===== config.mk =====
export PLATFORM = sky130hd
export DESIGN_NAME = keypad_scanner_flat
export DESIGN_NICKNAME = d
export VERILOG_FILES = /design/src/rtl/keypad_scanner_if.sv /design/src/rtl/keypad_scanner.sv /design/src/flat_wrapper.sv
export SDC_FILE = /design/constraint.sdc
export NUM_CORES = 1
export LEC_CHECK = 0
export CORE_UTILIZATION = 40
export DETAILED_ROUTE_END_ITERATION = 10
export GPL_ROUTABILITY_DRIVEN = 0
export PLACE_DENSITY_LB_ADDON = 0.1
export RECOVER_POWER = 100
export SYNTH_ARGS = -nofsm -noshare
export SYNTH_HDL_FRONTEND = slang
export SYNTH_SLANG_ARGS = --single-unit

===== constraint.sdc =====
create_clock -name clk -period 7.2 [get_ports clk]
set_input_delay 1.44 -clock clk [delete_from_list [all_inputs] [get_ports clk]]
set_output_delay 1.44 -clock clk [all_outputs]
set_load 0.01 [all_outputs]

===== src/rtl/keypad_scanner_if.sv =====
// Keypad pins plus the debounced key outputs that feed the game core.
// The scanner drives the column lines and key outputs; the keypad side drives the rows.
// Rows are active-low contacts, columns are active-low one-hot drive.
interface keypad_scanner_if;
  logic [3:0] kypd_row;
  logic [3:0] kypd_col;
  logic [3:0] key_code;
  logic       key_valid;
  logic       key_press;
  logic [3:0] col_sel;
  logic       multi_key;

  modport master (
    input  kypd_row,
    output kypd_col,
    output key_code,
    output key_valid,
    output key_press,
    output col_sel,
    output multi_key
  );

  modport slave (
    output kypd_row,
    input  kypd_col,
    input  key_code,
    input  key_valid,
    input  key_press,
    input  col_sel,
    input  multi_key
  );
endinterface


===== src/rtl/keypad_scanner.sv =====
// 4x4 keypad scanner: column scan, whole-scan debounce, press strobe and game-column map.
// Latency: outputs change one cycle after the COL3 sample that completes the debounce.
// No backpressure: key_press is a one-cycle strobe the game core must take when it fires.
module keypad_scanner #(
  parameter int SCAN_CYCLES    = 100000,
  parameter int DEBOUNCE_SCANS = 4,
  parameter int CNT_W          = 17
) (
  input  logic               clk,
  input  logic               reset,
  keypad_scanner_if.master   kp
);

  localparam logic [1:0] COL0 = 2'd0;
  localparam logic [1:0] COL1 = 2'd1;
  localparam logic [1:0] COL2 = 2'd2;
  localparam logic [1:0] COL3 = 2'd3;

  localparam logic [1:0] RES_NONE   = 2'd0;
  localparam logic [1:0] RES_SINGLE = 2'd1;
  localparam logic [1:0] RES_MULTI  = 2'd2;

  localparam int DB_W = $clog2(DEBOUNCE_SCANS + 1);

  // Hex legend of the Pmod keypad, indexed by driven column and contacted row.
  function automatic logic [3:0] key_map(input logic [1:0] col, input logic [1:0] row);
    logic [3:0] k;
    case ({col, row})
      4'h0: k = 4'h1;  4'h1: k = 4'h4;  4'h2: k = 4'h7;  4'h3: k = 4'h0;
      4'h4: k = 4'h2;  4'h5: k = 4'h5;  4'h6: k = 4'h8;  4'h7: k = 4'hF;
      4'h8: k = 4'h3;  4'h9: k = 4'h6;  4'hA: k = 4'h9;  4'hB: k = 4'hE;
      4'hC: k = 4'hA;  4'hD: k = 4'hB;  4'hE: k = 4'hC;  default: k = 4'hD;
    endcase
    return k;
  endfunction

  // Keys '1'..'7' select board columns 0..6; everything else is a code the game rejects.
  function automatic logic [3:0] code_to_col(input logic [3:0] code);
    logic [3:0] c;
    if (code >= 4'h1 && code <= 4'h7) c = code - 4'h1;
    else                              c = 4'hF;
    return c;
  endfunction

  logic [1:0]       state;
  logic [CNT_W-1:0] dwell_cnt;
  logic [1:0]       acc_cnt;    // contacts seen so far this scan, saturating at 2
  logic [3:0]       acc_code;   // code of the single contact, if exactly one so far
  logic [1:0]       prev_kind;
  logic [3:0]       prev_code;
  logic [1:0]       stable_kind;
  logic [3:0]       stable_code;
  logic [DB_W-1:0]  db_cnt;

  logic [3:0]       contacts;
  logic             last_dwell;
  logic [2:0]       hits;
  logic [1:0]       hit_row;
  logic [2:0]       sum;
  logic [1:0]       tot;
  logic [3:0]       merged_code;
  logic [1:0]       res_kind;
  logic [3:0]       res_code;
  logic             res_same;
  logic [DB_W-1:0]  db_next;
  logic             commit;
  logic             scan_done;

  assign kp.kypd_col = ~(4'b0001 << state);

  // Fold the current column's contacts into the running scan result and run the debounce math.
  always_comb begin
    contacts   = ~kp.kypd_row;
    last_dwell = (dwell_cnt == CNT_W'(SCAN_CYCLES - 1));
    scan_done  = last_dwell && (state == COL3);
    hits       = 3'($countones(contacts));
    hit_row    = 2'd0;
    for (int r = 3; r >= 0; r--) begin
      if (contacts[r]) hit_row = 2'(r);
    end
    sum = {1'b0, acc_cnt} + ((hits >= 3'd2) ? 3'd2 : hits);
    tot = (sum >= 3'd2) ? 2'd2 : sum[1:0];
    if (acc_cnt == 2'd0 && hits == 3'd1) merged_code = key_map(state, hit_row);
    else                                 merged_code = acc_code;

    if (tot == 2'd0) begin
      res_kind = RES_NONE;
      res_code = 4'h0;
    end else if (tot == 2'd1) begin
      res_kind = RES_SINGLE;
      res_code = merged_code;
    end else begin
      res_kind = RES_MULTI;
      res_code = 4'h0;
    end

    res_same = (res_kind == prev_kind) && (res_code == prev_code);
    if (!res_same)                                     db_next = DB_W'(1);
    else if (db_cnt == DB_W'(DEBOUNCE_SCANS))          db_next = db_cnt;
    else                                               db_next = db_cnt + DB_W'(1);
    commit = (db_next == DB_W'(DEBOUNCE_SCANS)) &&
             ((res_kind != stable_kind) || (res_code != stable_code));
  end

  // Column scan: dwell on each column, sample rows on the last dwell cycle, then advance.
  always_ff @(posedge clk) begin
    if (reset) begin
      state     <= COL0;
      dwell_cnt <= '0;
      acc_cnt   <= 2'd0;
      acc_code  <= 4'h0;
    end else if (last_dwell) begin
      dwell_cnt <= '0;
      case (state)
        COL0:    state <= COL1;
        COL1:    state <= COL2;
        COL2:    state <= COL3;
        default: state <= COL0;
      endcase
      if (state == COL3) begin
        acc_cnt  <= 2'd0;
        acc_code <= 4'h0;
      end else begin
        acc_cnt  <= tot;
        acc_code <= merged_code;
      end
    end else begin
      dwell_cnt <= dwell_cnt + CNT_W'(1);
    end
  end

  // Debounce whole-scan results and apply the effects of a committed stable-state change.
  always_ff @(posedge clk) begin
    if (reset) begin
      prev_kind    <= RES_NONE;
      prev_code    <= 4'h0;
      stable_kind  <= RES_NONE;
      stable_code  <= 4'h0;
      db_cnt       <= '0;
      kp.key_code  <= 4'h0;
      kp.key_valid <= 1'b0;
      kp.key_press <= 1'b0;
      kp.col_sel   <= 4'hF;
      kp.multi_key <= 1'b0;
    end else begin
      kp.key_press <= 1'b0;
      if (scan_done) begin
        db_cnt <= db_next;
        if (!res_same) begin
          prev_kind <= res_kind;
          prev_code <= res_code;
        end
        if (commit) begin
          stable_kind <= res_kind;
          stable_code <= res_code;
          case (res_kind)
            RES_SINGLE: begin
              kp.key_code  <= res_code;
              kp.col_sel   <= code_to_col(res_code);
              kp.key_valid <= 1'b1;
              kp.multi_key <= 1'b0;
              // Only a press out of a debounced idle counts as a new move.
              kp.key_press <= (stable_kind == RES_NONE);
            end
            RES_MULTI: begin
              kp.key_valid <= 1'b0;
              kp.multi_key <= 1'b1;
            end
            default: begin
              kp.key_valid <= 1'b0;
              kp.multi_key <= 1'b0;
            end
          endcase
        end
      end
    end
  end

endmodule


===== src/flat_wrapper.sv =====
// flat-port wrapper written by rule: the top's interface ports become plain ports
module keypad_scanner_flat 
#(
  parameter int SCAN_CYCLES    = 100000,
  parameter int DEBOUNCE_SCANS = 4,
  parameter int CNT_W          = 17
)
  (clk, reset, kp_kypd_row, kp_kypd_col, kp_key_code, kp_key_valid, kp_key_press, kp_col_sel, kp_multi_key);
  keypad_scanner_if kp_i ();
  input  logic clk;
  input  logic reset;
  input wire logic [$bits(kp_i.kypd_row)-1:0] kp_kypd_row;
  output wire logic [$bits(kp_i.kypd_col)-1:0] kp_kypd_col;
  output wire logic [$bits(kp_i.key_code)-1:0] kp_key_code;
  output wire logic [$bits(kp_i.key_valid)-1:0] kp_key_valid;
  output wire logic [$bits(kp_i.key_press)-1:0] kp_key_press;
  output wire logic [$bits(kp_i.col_sel)-1:0] kp_col_sel;
  output wire logic [$bits(kp_i.multi_key)-1:0] kp_multi_key;
  assign kp_i.kypd_row = kp_kypd_row;
  assign kp_kypd_col = kp_i.kypd_col;
  assign kp_key_code = kp_i.key_code;
  assign kp_key_valid = kp_i.key_valid;
  assign kp_key_press = kp_i.key_press;
  assign kp_col_sel = kp_i.col_sel;
  assign kp_multi_key = kp_i.multi_key;
  keypad_scanner #(.SCAN_CYCLES(SCAN_CYCLES), .DEBOUNCE_SCANS(DEBOUNCE_SCANS), .CNT_W(CNT_W)) u_core (.clk(clk), .reset(reset), .kp(kp_i));
endmodule

==> results of run 1 <==
power by group:
| group | leakage, nW | switching [mW] | internal (mW) | total [mW] |
|---|---|---|---|---|
| Sequential | 0.395 | 0.000969 | 0.272 | 0.273 |
| Combinational | 0.747 | 0.0519 | 0.0281 | 0.0801 |
| Clock | 0.0574 | 0.0941 | 0.113 | 0.207 |
cells by family (layout without fill, tap and decap cells):
logic type / count (synthesis) / count (layout) / share of synthesized area, %
mux: 14 / 14 / 4.90
fa+ha+maj: 18 / 18 / 8.40
simple gates: 140 / 140 / 25.3
compound gates: 73 / 73 / 17.4
xor+xnor: 14 / 14 / 4.29
buf+inv: 37 / 54 / 5.43
flops: 49 / 49 / 34.3
layout by cell type (no fill, tap or decap), types with 3 or more instances in the layout:
cell,netlist,final
a311oi_1,3,3
o21a_1,4,4
or4_1,3,3
mux2i_1,14,14
ha_1,16,16
xor2_1,7,7
nor3_1,6,6
clkbuf_8,0,6
nor2b_1,3,3
a211oi_1,3,3
nand4_1,5,5
inv_1,23,23
o21ai_0,19,19
and3_1,5,5
and2_1,4,4
o311ai_0,2,3
a21oi_1,14,14
xnor2_1,7,7
clkdlybuf4s50_1,0,3
nand2_1,28,28
nor4_1,5,5
dlygate4sd3_1,0,17
dfxtp_1,49,49
or2_2,7,6
nand3_1,5,5
o211ai_1,3,3
a32o_1,3,3
nor2_1,49,49
or3_1,5,5
worst register-to-register path: stages, from the launching register on:
cell and delay [ns]:
dfxtp_1 0.34, ha_1 0.20, fa_1 0.52, or3b_1 0.59
nor3b_1 0.26, a2bb2oi_1 0.17, o311ai_0 0.16, nor4_2 0.42
nor4_4 0.09, buf_4 0.21, nand2_4 0.15, mux2i_1 0.20
registers in the layout (all words and copies together), names as in the netlist:
signal,cells
u_core.acc_code,4
u_core.acc_cnt,2
u_core.stable_code,4
u_core.prev_kind,2
u_core.dwell_cnt,17
u_core.db_cnt,3
u_core.kp.key_code,4
u_core.state,2
u_core.stable_kind,2
u_core.prev_code,4
u_core.kp.key_press,1
u_core.kp.col_sel,4
area by class of cell:
class | instances | area [um^2]
Multi-Input combinational cell | 259 | 1720
Tap cell | 96 | 120
Sequential cell | 49 | 981
Clock buffer | 6 | 82.6
Clock inverter | 2 | 37.5
Fill cell | 661 | 3590
Inverter | 24 | 91.3
Timing Repair Buffer | 22 | 211
final timing paths:
path	to	slack [ns]	cells after the start
max	u_core.kp.col_sel[2]	0.77	18
min	u_core.dwell_cnt[0]	0.45	1
max reg2reg	u_core.kp.col_sel[2]	3.81	11
min reg2reg	u_core.dwell_cnt[0]	0.45	1
through the flow:
stage	instances	power (mW)	hold slack, ns	util, %
2_1_floorplan	345	0.344	0.413	-
3_3_place_gp	450	0.363	0.426	45.9
3_5_place_dp	450	0.363	0.437	45.9
4_1_cts	458	0.571	0.452	47.6
5_1_grt	458	0.588	0.483	47.5
6_report	458	0.560	0.449	47.5
metal layers:
metal / global-route usage [%] / up-vias / part of all wire, %
li1: - / 1261 / -
met1: 22.6 / 1098 / 49
met4: 5.15 / 0 / 1.2
met5: 0 / - / 0
met3: 2.95 / 6 / 3.0
met2: 29.1 / 46 / 47
==> flow_summary.json, run 1 <==
{
  "status": "finished clean",
  "cp_common_cell": "ha_1",
  "vias_per_cell": 5.26,
  "worst_pin_slew_ns": 1.45,
  "r2r-start": "u_core.acc_cnt[0]",
  "cts-resized-gates": 0,
  "yosys-top-cells-area": "dfxtp_1 (34%), ha_1 (7.0%), nor2_1 (6.4%), mux2i_1 (4.9%), nand2_1 (3.7%)",
  "portBuffers": 20,
  "period_needed_ns": 6.43,
  "synthTopCellsByCount": "dfxtp_1 (49), nor2_1 (49), nand2_1 (28)",
  "fmax_mhz": 156,
  "grtUsageTotal_pct": 17.2,
  "die_w_um": 86.5,
  "overflow": 0,
  "finalSetupViolations": 0,
  "finalMaxSlewViolations": 0,
  "worstPathMaxFanout": 14,
  "ys_ff_latch": 49,
  "path_cells": "dlygate4sd3_1, inv_1, ha_1, ha_1, fa_1, or3b_1, clkinvlp_2, ha_1, fa_1, or3b_1, nor3b_1, a2bb2oi_1, o311ai_0, nor4_2, nor4_4, buf_4, nand2_4, mux2i_1",
  "clock_latency_ns": 0.30,
  "grt_antenna_before_repair": 0,
  "layout-drive-gt1-share_pct": 6.35,
  "cts_buffer_depth": 2,
  "mappedNetlistArea_um2": 2860,
  "initial_core_util_pct": 41.8,
  "grt_pass1_vias": 2198,
  "crit_slowest_cell": "dlygate4sd3_1",
  "grt_max_degree": 33,
  "period_share_pct": 89.3,
  "syn_to_final_growth_pct": 13.5,
  "fin_setup_tns_ns": 0,
  "core_um2": 6830,
  "place_area_um2": 3130,
  "avgSynthCellArea_um2": 8.29,
  "yosysTopAreaCell": "dfxtp_1",
  "min_path_type": "reg -> reg",
  "totalWireLength_um": 5990,
  "diodes": 0,
  "finClkSkew_ns": 0.0131,
  "cts_buffers": 5,
  "vias": 2411,
  "async_flop_share_pct": 0,
  "antenna_left": 0,
  "drt-initial-drc-count": 141,
  "synth_ff_type": "dfxtp_1",
  "fin_ws_ns": 0.771,
  "critical_path.startpoint": "kp_kypd_row[0]",
  "p_per_area_nw_per_um2": 173,
  "drt_first_pass_iters": 4,
  "maxCapViolCount": 0,
  "cts_tree": "done",
  "grt_pass1_wl_um": 10300,
  "post_cts_buffers": 0,
  "p_leak_nw": 1.20,
  "ir_drop_mv": 0.103,
  "design_area_um2": 3240,
  "wl_per_cell_um": 13.1,
  "nets": 385,
  "cts-root-buf": "clkbuf_8",
  "cp.arrival_ns": 6.66,
  "finalHoldViolCount": 0,
  "cts.sinks": 49,
  "worstSetupEndpointType": "register",
  "cts_max_level": 2,
  "synthDistinctLibCells": 60,
  "ys_seq_area_share_pct": 34.3,
  "slowest_delay_ns": 0.64,
  "min_from": "u_core.dwell_cnt[0]",
  "ioPinCount": 21,
  "synth.top_cell.area_share_pct": 34.3,
  "synthCells": 345,
  "clkTransAtPathRegs_ns": 0.10,
  "grt_setup_unrepaired": "false",
  "post-dp-hpwl_um": 4430,
  "required_ns": 7.43,
  "critPathLaunchType": "input pin",
  "ys_warn_count": 0,
  "rows": 30,
  "crit_buf_inv": 4,
  "die_area_um2": 7490,
  "synth_edf_count": 0,
  "postCtsHoldBufs": 0,
  "die_h_um": 86.5,
  "worstSetupPathType": "in -> reg",
  "drcViolationCount": 0,
  "syn_nets": 369,
  "slew_headroom_pct": 3.35,
  "pre_cts_slack_ns": 0.665,
  "crit_family": "simple AND/OR/NAND/NOR gates"
}
Power figures use the tool's default switching activity.
==> inputs of run 2 (changes only) <==
--- a/config.mk
+++ b/config.mk
@@ -8,8 +8,9 @@
 export CORE_UTILIZATION = 40
 export DETAILED_ROUTE_END_ITERATION = 10
 export GPL_ROUTABILITY_DRIVEN = 0
-export PLACE_DENSITY_LB_ADDON = 0.1
+export PLACE_DENSITY_LB_ADDON = 0.05
 export RECOVER_POWER = 100
+export REMOVE_ABC_BUFFERS = 1
 export SYNTH_ARGS = -nofsm -noshare
 export SYNTH_HDL_FRONTEND = slang
 export SYNTH_SLANG_ARGS = --single-unit
==> flow_summary.json, run 2 (same netlist as run 1, synthesis figures left out) <==
{
  "overflow": 0,
  "cts_buffer_depth": 2,
  "finalMaxSlewViolations": 0,
  "wl_per_cell_um": 13.8,
  "regToRegSetupSlack_ns": 3.54,
  "crit_family": "simple AND/OR/NAND/NOR gates",
  "die_w_um": 86.5,
  "vias_per_cell": 5.28,
  "diodes": 0,
  "p_per_area_nw_per_um2": 160,
  "totalWireLength_um": 6350,
  "grt_setup_unrepaired": "false",
  "ir_drop_mv": 0.0690,
  "postCtsHoldBufs": 0,
  "worst_pin_slew_ns": 1.48,
  "cts-resized-gates": 0,
  "maxCapViolCount": 0,
  "clkTransAtPathRegs_ns": 0.09,
  "drt-initial-drc-count": 119,
  "p_leak_nw": 1.18,
  "cts-root-buf": "clkbuf_8",
  "vias": 2430,
  "period_share_pct": 91.8,
  "cts_max_level": 2,
  "grt_antenna_before_repair": 0,
  "min_path_type": "reg -> reg",
  "fin_cells": 460,
  "fin_ws_ns": 0.590,
  "grtUsageTotal_pct": 18.7,
  "antenna_left": 0,
  "core_um2": 6830,
  "layout-drive-gt1-share_pct": 6.04,
  "critPathLaunchType": "input pin",
  "ioPinCount": 21,
  "grt_pass1_wl_um": 11100,
  "fmax_mhz": 151,
  "post_cts_buffers": 0,
  "finClkSkew_ns": 0.0100,
  "grt_pass1_vias": 2352,
  "cts_tree": "done",
  "pre_cts_slack_ns": 0.527,
  "post-dp-hpwl_um": 4760,
  "cts.sinks": 49,
  "die_area_um2": 7490,
  "slew_headroom_pct": 1.64,
  "cts_buffers": 5,
  "crit_slowest_cell": "dlygate4sd3_1",
  "layout_common_cells": "nor2_1 (49), dfxtp_1 (49), nand2_1 (29)",
  "post-place-cells": 452,
  "grt_max_degree": 33,
  "portBuffers": 20,
  "die_h_um": 86.5,
  "drt_first_pass_iters": 4,
  "worstSetupEndpointType": "register",
  "syn_to_final_growth_pct": 12.3,
  "required_ns": 7.40,
  "slowest_delay_ns": 0.64,
  "top_register": "u_core.dwell_cnt",
  "cp.arrival_ns": 6.81,
  "period_needed_ns": 6.61,
  "worstSetupPathType": "in -> reg",
  "nets": 387,
  "drcViolationCount": 0,
  "largest_reg_flops": 17,
  "fin_setup_tns_ns": 0,
  "finalSetupViolations": 0,
  "clock_latency_ns": 0.30,
  "cp_common_cell": "ha_1",
  "rows": 30,
  "status": "finished clean",
  "finalHoldViolCount": 0,
  "initial_core_util_pct": 41.8,
  "worstPathMaxFanout": 13,
  "path_cells": "dlygate4sd3_1, inv_1, ha_1, ha_1, fa_1, or3b_1, clkinv_4, ha_1, fa_1, or3b_1, or3_1, mux2i_1, nor4_1, nor4_4, nand2_1, a32o_1",
  "crit_buf_inv": 3
}
-- run 2: cell type report --
type / count / area (um^2)
Inverter: 24 / 95.1
Sequential cell: 49 / 981
Tap cell: 96 / 120
Timing Repair Buffer: 24 / 223
Clock buffer: 5 / 68.8
Multi-Input combinational cell: 259 / 1710
Clock inverter: 3 / 17.5
Fill cell: 699 / 3620
-- run 2: worst reg2reg max path, cell delays in order, from the launching register on --
cell,delay [ns]
dfxtp_1,0.34
ha_1,0.20
fa_1,0.51
or3b_1,0.60
or3_1,0.41
mux2i_1,0.14
nor4_1,0.10
nor4_4,0.54
nand2_1,0.36
a32o_1,0.36
-- run 2: per-layer routing --
metal  track usage (%)  part of all wire (%)
met5                 0                     0
met4              3.79                  0.79
met3              3.14                   2.3
met2              32.0                    47
met1              25.0                    49
-- run 2: where the power goes --
group	switching (mW)	total [mW]	internal (mW)
sequential	0.00106	0.273	0.272
combinational	0.0542	0.0831	0.0289
clock	0.0898	0.157	0.0672
total	0.145	0.513	0.368
-- run 2: path summary, 6_finish.rpt --
| kind | start | endpoint | cells after the start |
|---|---|---|---|
| worst min-delay path | u_core.dwell_cnt[0] | u_core.dwell_cnt[0] | 1 |
| worst min register to register | u_core.dwell_cnt[0] | u_core.dwell_cnt[0] | 1 |
| worst max-delay path | kp_kypd_row[0] | u_core.kp.key_code[0] | 16 |
| worst max register to register | u_core.acc_cnt[0] | u_core.kp.key_code[0] | 9 |
-- run 2: per-stage QoR --
step | hold slack [ns] | power [mW] | area (um^2) | util, %
floorplan | 0.413 | 0.341 | 2800 | -
global placement | 0.427 | 0.366 | 3150 | 46.1
detailed placement | 0.435 | 0.365 | 3150 | 46.1
CTS | 0.449 | 0.524 | 3240 | 47.4
global route | 0.500 | 0.543 | 3210 | 47.0
finish | 0.453 | 0.513 | 3210 | 47.0
==> inputs of run 3 (changes only) <==
--- a/config.mk
+++ b/config.mk
@@ -8,7 +8,7 @@
 export CORE_UTILIZATION = 40
 export DETAILED_ROUTE_END_ITERATION = 10
 export GPL_ROUTABILITY_DRIVEN = 0
-export PLACE_DENSITY_LB_ADDON = 0.05
+export PLACE_DENSITY_LB_ADDON = 0.3
 export RECOVER_POWER = 100
 export REMOVE_ABC_BUFFERS = 1
 export SYNTH_ARGS = -nofsm -noshare
==> flow_summary.json, run 3 (same netlist as run 1, synthesis figures left out) <==
{
  "grt_pass1_wl_um": 10500,
  "post-dp-hpwl_um": 4600,
  "share_seq_of_total_power_pct": 52.7,
  "worst_pin_slew_ns": 1.42,
  "power_frac_clock_pct": 31.7,
  "drt_first_pass_iters": 6,
  "p_comb_share_pct": 15.6,
  "critPathLaunchType": "input pin",
  "cp.arrival_ns": 6.83,
  "place_area_um2": 3130,
  "rows": 30,
  "cts_tree": "done",
  "grt_pass1_vias": 2257,
  "drcViolationCount": 0,
  "finClkSkew_ns": 0.00897,
  "initial_core_util_pct": 41.8,
  "cp_num_cells": 18,
  "grtUsageTotal_pct": 17.5,
  "clock_latency_ns": 0.31,
  "clkTransAtPathRegs_ns": 0.09,
  "holdPathStages": 1,
  "worstSetupPathType": "in -> reg",
  "die_h_um": 86.5,
  "cts-resized-gates": 0,
  "final.fill_count": 678,
  "portBuffers": 20,
  "period_needed_ns": 6.60,
  "core_um2": 6830,
  "cts-root-buf": "clkbuf_8",
  "worstSetupEndpointType": "register",
  "postCtsHoldBufs": 0,
  "finalHoldViolCount": 0,
  "slowest_delay_ns": 0.63,
  "nets": 385,
  "syn_to_final_growth_pct": 12.3,
  "crit_family": "simple AND/OR/NAND/NOR gates",
  "postLayoutCoreUtil_pct": 47.0,
  "overflow": 0,
  "crit_buf_inv": 4,
  "ir_drop_mv": 0.0913,
  "finalMaxSlewViolations": 0,
  "layout-drive-gt1-share_pct": 6.08,
  "crit_slowest_cell": "dlygate4sd3_1",
  "wl_per_cell_um": 13.5,
  "cts_buffer_depth": 2,
  "fin_setup_tns_ns": 0,
  "largest_reg_flops": 17,
  "fin_ws_ns": 0.605,
  "top_register": "u_core.dwell_cnt",
  "power_switching_mw": 0.150,
  "maxCapViolCount": 0,
  "die_area_um2": 7490,
  "antenna_left": 0,
  "grt_setup_unrepaired": "false",
  "cts.sinks": 49,
  "cp_common_cell": "ha_1",
  "p_per_area_nw_per_um2": 161,
  "design_area_um2": 3210,
  "p_sw_share_pct": 28.9,
  "p_leak_nw": 1.18,
  "min_path_type": "reg -> reg",
  "vias_per_cell": 5.43,
  "path_cells": "dlygate4sd3_1, inv_1, ha_1, ha_1, fa_1, or3b_1, clkinvlp_2, ha_1, fa_1, or3b_1, nor3b_1, a2bb2oi_1, o311ai_1, nor4_1, nor4_4, buf_4, nand2_4, mux2i_1",
  "finalSetupViolations": 0,
  "status": "finished clean",
  "layout_common_cells": "nor2_1 (49), dfxtp_1 (49), nand2_1 (28)",
  "grt_max_degree": 33,
  "die_w_um": 86.5,
  "diodes": 0,
  "cts_buffers": 5,
  "fmax_mhz": 152,
  "pre_cts_slack_ns": 0.669,
  "cts_max_level": 2,
  "drt-initial-drc-count": 168,
  "totalWireLength_um": 6170,
  "grt_antenna_before_repair": 0,
  "ioPinCount": 21,
  "post_cts_buffers": 0,
  "period_share_pct": 91.6,
  "p_int_mw": 0.368,
  "r2r_cells": 11,
  "required_ns": 7.43,
  "worstPathMaxFanout": 14,
  "vias": 2487,
  "slew_headroom_pct": 5.53
}
run 3: final cells by class:
class,count,area (um^2),share of cell area (%)
Inverter,24,91.3,2.85
Sequential cell,49,981,30.6
Multi-Input combinational cell,259,1710,53.4
Clock buffer,5,68.8,2.14
Timing Repair Buffer,22,211,6.59
Clock inverter,3,22.5,0.702
Tap cell,96,120,3.74
run 3: power by group through the flow:
stage	clock (mW)	combinational, mW	sequential (mW)
floorplan	0	0.0612	0.279
global placement	0	0.0821	0.279
detailed placement	0	0.0837	0.280
CTS	0.170	0.0842	0.273
global route	0.181	0.0892	0.273
finish	0.164	0.0806	0.273
run 3: worst paths after layout:
path                       start                    to  slack [ns]
max               kp_kypd_row[0]  u_core.kp.col_sel[2]        0.60
min          u_core.dwell_cnt[0]   u_core.dwell_cnt[0]        0.44
max reg2reg    u_core.acc_cnt[0]  u_core.kp.col_sel[2]        3.63
min reg2reg  u_core.dwell_cnt[0]   u_core.dwell_cnt[0]        0.44
run 3: routing by layer:
metal / global-route usage [%] / routed length [um]
met5: 0 / 0
met2: 29.5 / 2890
met1: 22.8 / 2880
met3: 3.62 / 311
met4: 4.85 / 91
run 3: worst reg2reg max path, delay by kind of cell, from the launching register on:
kind / cells / cell delay, ns
compound gates: 2 / 0.34
fa+ha+maj: 2 / 0.72
buf+inv: 1 / 0.23
flops: 1 / 0.34
mux: 1 / 0.20
simple gates: 5 / 1.67
run 3: metrics by stage:
step           total power, mW  hold WS (ns)  instances
2_1_floorplan            0.341         0.413        332
3_3_place_gp             0.362         0.425        450
3_5_place_dp             0.363         0.435        450
4_1_cts                  0.527         0.448        458
5_1_grt                  0.544         0.477        458
6_report                 0.518         0.442        458
